--- src/rtl/rcv_deser.sv ---
// Serial link receiver: registers fs/d/bit-clock, samples on bit-clock falling edges
// and assembles MSB-first 16-bit words into a one-deep output buffer.
// Optional macro RCV_DESER_SYNC_EN adds a 2-flop synchronizer ahead of the edge-history flop.
module rcv_deser (
  input  logic        clk,
  input  logic        rst_n,
  input  logic        i_fs,
  input  logic        i_d,
  input  logic        i_clk,
  output logic [15:0] o_rx_data,
  output logic        o_rx_vld,
  input  logic        i_rx_rdy,
  output logic        o_ovf,
  output logic        o_frm_err
);

  // state | meaning
  // IDLE  | waiting for fs=1 on a sample event
  // ARM   | frame sync seen; next fs=0 sample carries the word MSB
  // SHIFT | collecting bits 2..16 of the word
  typedef enum logic [1:0] {
    IDLE  = 2'd0,
    ARM   = 2'd1,
    SHIFT = 2'd2
  } state_t;

  localparam int LNK_FS  = 2;
  localparam int LNK_D   = 1;
  localparam int LNK_CLK = 0;

  logic [2:0]  lnk_in;
  logic [2:0]  stg_q;
  logic [2:0]  hist_q;
  logic        smp_ev;
  logic        smp_fs;
  logic        smp_d;

  state_t      state_q, state_d;
  logic [4:0]  cnt_q, cnt_d;
  logic [15:0] shift_q, shift_d;
  logic        done_q, done_d;
  logic        frm_err_q, frm_err_d;
  logic [3:0]  bit_idx;

  logic [15:0] data_q;
  logic        vld_q;
  logic        ovf_q;
  logic        xfer;

  assign lnk_in = {i_fs, i_d, i_clk};

  // All three link signals share one pipeline so fs/d stay aligned with the bit clock.
`ifdef RCV_DESER_SYNC_EN
  logic [2:0] meta_q;

  always_ff @(posedge clk) begin
    if (!rst_n) begin
      meta_q <= '0;
      stg_q  <= '0;
      hist_q <= '0;
    end else begin
      meta_q <= lnk_in;
      stg_q  <= meta_q;
      hist_q <= stg_q;
    end
  end
`else
  always_ff @(posedge clk) begin
    if (!rst_n) begin
      stg_q  <= '0;
      hist_q <= '0;
    end else begin
      stg_q  <= lnk_in;
      hist_q <= stg_q;
    end
  end
`endif

  // fs/d are taken from the history stage, i.e. from the last cycle the bit clock was high.
  assign smp_ev = hist_q[LNK_CLK] & ~stg_q[LNK_CLK];
  assign smp_fs = hist_q[LNK_FS];
  assign smp_d  = hist_q[LNK_D];

  assign bit_idx = 4'd15 - cnt_q[3:0];

  always_ff @(posedge clk) begin
    if (!rst_n) begin
      state_q   <= IDLE;
      cnt_q     <= '0;
      shift_q   <= '0;
      done_q    <= 1'b0;
      frm_err_q <= 1'b0;
    end else begin
      state_q   <= state_d;
      cnt_q     <= cnt_d;
      shift_q   <= shift_d;
      done_q    <= done_d;
      frm_err_q <= frm_err_d;
    end
  end

  always_comb begin
    state_d = state_q;
    if (smp_ev) begin
      case (state_q)
        IDLE:    if (smp_fs) state_d = ARM;
        ARM:     if (!smp_fs) state_d = SHIFT;
        SHIFT: begin
          if (smp_fs)                  state_d = ARM;
          else if (cnt_q == 5'd15)     state_d = IDLE;
        end
        default: state_d = IDLE;
      endcase
    end
  end

  always_comb begin
    cnt_d     = cnt_q;
    shift_d   = shift_q;
    done_d    = 1'b0;
    frm_err_d = 1'b0;
    if (smp_ev) begin
      case (state_q)
        ARM: begin
          if (smp_fs) begin
            frm_err_d = 1'b1;
          end else begin
            shift_d = {smp_d, 15'd0};
            cnt_d   = 5'd1;
          end
        end
        SHIFT: begin
          if (cnt_q == 5'd15) begin
            // Final bit completes the word regardless of fs; fs only selects ARM vs IDLE.
            shift_d[0] = smp_d;
            cnt_d      = 5'd16;
            done_d     = 1'b1;
          end else if (smp_fs) begin
            frm_err_d = 1'b1;
            shift_d   = '0;
            cnt_d     = '0;
          end else begin
            shift_d[bit_idx] = smp_d;
            cnt_d            = cnt_q + 5'd1;
          end
        end
        default: ;
      endcase
    end
  end

  assign xfer = vld_q & i_rx_rdy;

  // One-deep output buffer: a finished word replaces the old one only if it leaves this cycle.
  always_ff @(posedge clk) begin
    if (!rst_n) begin
      data_q <= '0;
      vld_q  <= 1'b0;
      ovf_q  <= 1'b0;
    end else begin
      ovf_q <= 1'b0;
      if (done_q) begin
        if (!vld_q || xfer) begin
          data_q <= shift_q;
          vld_q  <= 1'b1;
        end else begin
          ovf_q <= 1'b1;
        end
      end else if (xfer) begin
        vld_q <= 1'b0;
      end
    end
  end

  assign o_rx_data = data_q;
  assign o_rx_vld  = vld_q;
  assign o_ovf     = ovf_q;
  assign o_frm_err = frm_err_q;

endmodule
--- config.mk ---
export PLATFORM = sky130hd
export DESIGN_NAME = rcv_deser
export DESIGN_NICKNAME = d
export VERILOG_FILES = /design/src/rtl/rcv_deser.sv
export SDC_FILE = /design/constraint.sdc
export NUM_CORES = 1
export LEC_CHECK = 0
export ABC_AREA = 1
export CAP_MARGIN = 20
export CORE_MARGIN = 2
export CORE_UTILIZATION = 50
export DETAILED_ROUTE_END_ITERATION = 10
export GPL_TIMING_DRIVEN = 0
export HOLD_SLACK_MARGIN = 0.1
export PLACE_DENSITY = 0.85
export SLEW_MARGIN = 20
export SYNTH_ARGS = -nofsm -noshare
export SYNTH_HDL_FRONTEND = slang
export SYNTH_SLANG_ARGS = --single-unit
--- constraint.sdc ---
create_clock -name clk -period 1.5 [get_ports clk]
set_input_delay 0.3 -clock clk [delete_from_list [all_inputs] [get_ports clk]]
set_output_delay 0.3 -clock clk [all_outputs]
set_load 0.02 [all_outputs]
==> results.sh <==
export IMPL_post_route_util=0.6712
export IMPL_drtIter0Drc=169
export IMPL_rows=24
export IMPL_ir_drop_uv=437.7
export IMPL_hold_violations=0
export IMPL_vias_per_cell=5.352
export IMPL_synth_cell_types=22
export IMPL_ys_ff_latch=49
export IMPL_hold_depth=2
export IMPL_drt_first_pass_iters=4
export IMPL_postRouteAntennaNets=0
export IMPL_clock_skew_ns=0.009249
export IMPL_cts_buffers=5
export IMPL_cp_slowest_cell="dfxtp_4"
export IMPL_path_cells="buf_6, ha_4, inv_4, nor2_4, nand2_1, nand2_1, nand2_1, a21oi_1"
export IMPL_outcome="complete, but fails checks"
export IMPL_crit_type="reg2reg"
export IMPL_cap_violations=0
export IMPL_rsz0062_at_grt="true"
export IMPL_crit_cells=8
export IMPL_grt_ovfl_total=0
export IMPL_avgRoutedWirePerCell_um=13.64
export IMPL_fmax_mhz=650.7
export IMPL_clock_latency_ns=0.31
export IMPL_final_cell_area_um2=2943
export IMPL_groute_usage_overall=0.2133
export IMPL_end_kind="flip-flop"
export IMPL_die_w_um=71.58
export IMPL_drive_above_1_share=0.2045
export IMPL_die_area_um2=5124
export IMPL_totalPowerFinal_uw=2226
export IMPL_power_leakage_uw=0.001279
export IMPL_grt_max_degree=15
export IMPL_slew_viol_final=0
export IMPL_seq_area_frac_synth=0.4296
export IMPL_crit_top_cell="nand2_1"
export IMPL_hpwl_um=3493
export IMPL_clk_pin_slew_ns=0.08
export IMPL_r2r_end="state_q[1]"
export IMPL_critPathBufInv=2
export IMPL_cts_num_sinks=49
export IMPL_placed_cells=387
export IMPL_syn_area_per_cell_um2=7.342
export IMPL_maxSlewHeadroom=0.6751
export IMPL_fin_ws_ns=-0.03680
export IMPL_violations="setup timing"
export IMPL_antenna_found_initial=0
export IMPL_cp_required_ns=1.72
export IMPL_nNetsFinal=370
export IMPL_yosysTopAreaCell="dfxtp_1"
export IMPL_cp_arrival_ns=1.75
export IMPL_synth_area_um2=2283
export IMPL_yosysWarnings=0
export IMPL_die_y_um=71.58
export IMPL_synth_top_area_share=0.4296
export IMPL_syn_inst=311
export IMPL_r2r_start="state_q[1]"
export IMPL_drc=0
export IMPL_place_area_um2=2591
export IMPL_startpoint="state_q[1]"
export IMPL_slowest_delay_ns=0.38
export IMPL_clk_path_buf_depth=2
export IMPL_setup_viol=1
export IMPL_finalCritPeriodShare=1.025
export IMPL_critPathMaxFanout=7
export IMPL_h_tree_depth=2
export IMPL_ios=25
export IMPL_core_area_um2=4384
export IMPL_crit_family="simple AND/OR/NAND/NOR gates"
export IMPL_cts_tree="done"
export IMPL_final_cells=409
export IMPL_ys_top_cells_by_area="dfxtp_1 43%, nor2_1 8.9%, nand2_1 7.1%"
export IMPL_diodes=0
export IMPL_period_minus_slack_ns=1.537
export IMPL_hold_path_class="reg2reg"
export IMPL_grt_pass1_wl_um=8673
export IMPL_wl_um=5579
export IMPL_areaGrowthSynthToFinish_pct=28.88
export IMPL_worst_pin_slew_ns=0.4859
export IMPL_grt_pass1_vias=1964
export IMPL_initial_core_util=0.5208
export IMPL_cts_root_buf="clkbuf_8"
export IMPL_power_density_nw_per_um2=756.6
export IMPL_critPathLaunchType="flip-flop"
export IMPL_endpoint="state_q[1]"
export IMPL_ff2ff_setup_slack_ns=-0.04
export IMPL_hold_buffers=0
export IMPL_rr_worst_depth=8
export IMPL_portBuffers=24
export IMPL_vias=2189
export IMPL_gp_congestion=0.9164
export IMPL_synth_nets=325
==> cell type report <==
class	count	area, um2
Buffer	17	132.6
Clock buffer	7	96.34
Clock inverter	1	5.005
Fill cell	370	1441
Inverter	30	117.6
Multi-Input combinational cell	214	1176
Sequential cell	49	991.0
Tap cell	52	65.06
Timing Repair Buffer	39	359.1
==> registers in the layout, indices dropped and copies added (netlist names) <==
name,flops
state_q,2
stg_q,3
cnt_q,5
o_frm_err,1
shift_q,16
done_q,1
o_rx_vld,1
o_rx_data,16
hist_q,3
o_ovf,1
==> how the worst min path moves through the flow <==
stage                  start        end
finish              stg_q[1]  hist_q[1]
floorplan           stg_q[1]  hist_q[1]
global route        stg_q[1]  hist_q[1]
global placement    stg_q[1]  hist_q[1]
detailed placement  stg_q[1]  hist_q[1]
CTS                 stg_q[1]  hist_q[1]
==> cells by family (layout without fill, tap and decap cells) <==
family | count (synthesis) | in the layout | synth area share
AO/OA/AOI/OAI | 62 | 62 | 0.1359
XOR/XNOR | 1 | 1 | 0.003836
adder cells (fa/ha/maj) | 8 | 8 | 0.04384
buffers and inverters | 49 | 94 | 0.1008
flip-flops | 49 | 49 | 0.4296
AND/OR/NAND/NOR | 142 | 143 | 0.2860
==> routing by layer <==
metal	GRT usage	part of all wire
met1	0.2667	0.43
met2	0.3529	0.48
met3	0.03797	0.059
met4	0.1090	0.035
met5	0	0
==> synthesized netlist by cell type <==
library cell	number
nor2_1	54
clkbuf_1	6
nand2_1	43
xor2_1	1
dfxtp_1	49
buf_4	2
nand2_2	1
ha_1	8
nor3_1	2
nand3_4	1
nand4_1	16
o21ai_0	30
nand3_2	1
nor2_4	3
inv_2	2
inv_1	28
o21ai_1	4
buf_6	4
nand3_1	20
nand2_4	1
buf_2	7
a21oi_1	28
==> stage by stage <==
stage,TNS [ns],hold slack [ns],setup slack [ns]
2_1_floorplan,0,0.3905,0.03688
3_3_place_gp,-11.17,0.3927,-0.5371
3_5_place_dp,-12.67,0.4022,-0.5941
4_1_cts,-0.06083,0.4234,-0.04635
5_1_grt,-1.129,0.4326,-0.1036
6_report,-0.03680,0.4208,-0.03680
==> worst min-delay path, stage by stage (launching register included) <==
cell and delay, ns:
dfxtp_1 0.31, nand2_1 0.05, inv_1 0.04
==> repair_timing <==
action                                 4_1_cts  5_1_grt
cloned                                       2        3
resized for setup                           41       43
pin swaps                                    4       31
setup endpoints to repair                   56       36
buffers inserted                             6        6
endpoints found under the hold margin        0        0
==> cells in the final DEF, fill, tap and decap left out <==
master / instances
clkbuf_2: 5
a21oi_1: 23
ha_4: 3
inv_1: 26
o21ai_2: 1
dlygate4sd2_1: 19
buf_4: 13
clkbuf_16: 1
o21ai_0: 22
xor2_1: 1
nor2_1: 50
nand3_4: 1
clkbuf_8: 7
dfxtp_2: 2
dfxtp_1: 45
nor2_2: 2
buf_2: 3
buf_6: 8
nand2_2: 4
o21ai_1: 11
buf_8: 1
a21oi_2: 5
inv_4: 2
nand3_1: 19
nand3_2: 2
clkdlybuf4s50_1: 5
nand4_1: 16
nor2_4: 6
nand2_4: 1
clkbuf_4: 1
inv_2: 2
nor3_1: 2
clkinv_2: 1
ha_1: 5
nand2_1: 40
dfxtp_4: 2
==> power breakdown <==
group | switching, uW | internal [uW] | total, uW | leakage [uW]
sequential | 4.27 | 1300 | 1310 | 0.000398
clock | 431 | 417 | 848 | 0.0000542
combinational | 42.4 | 27.9 | 70.3 | 0.000826
Note: power is estimated with default switching activity, not from simulation.
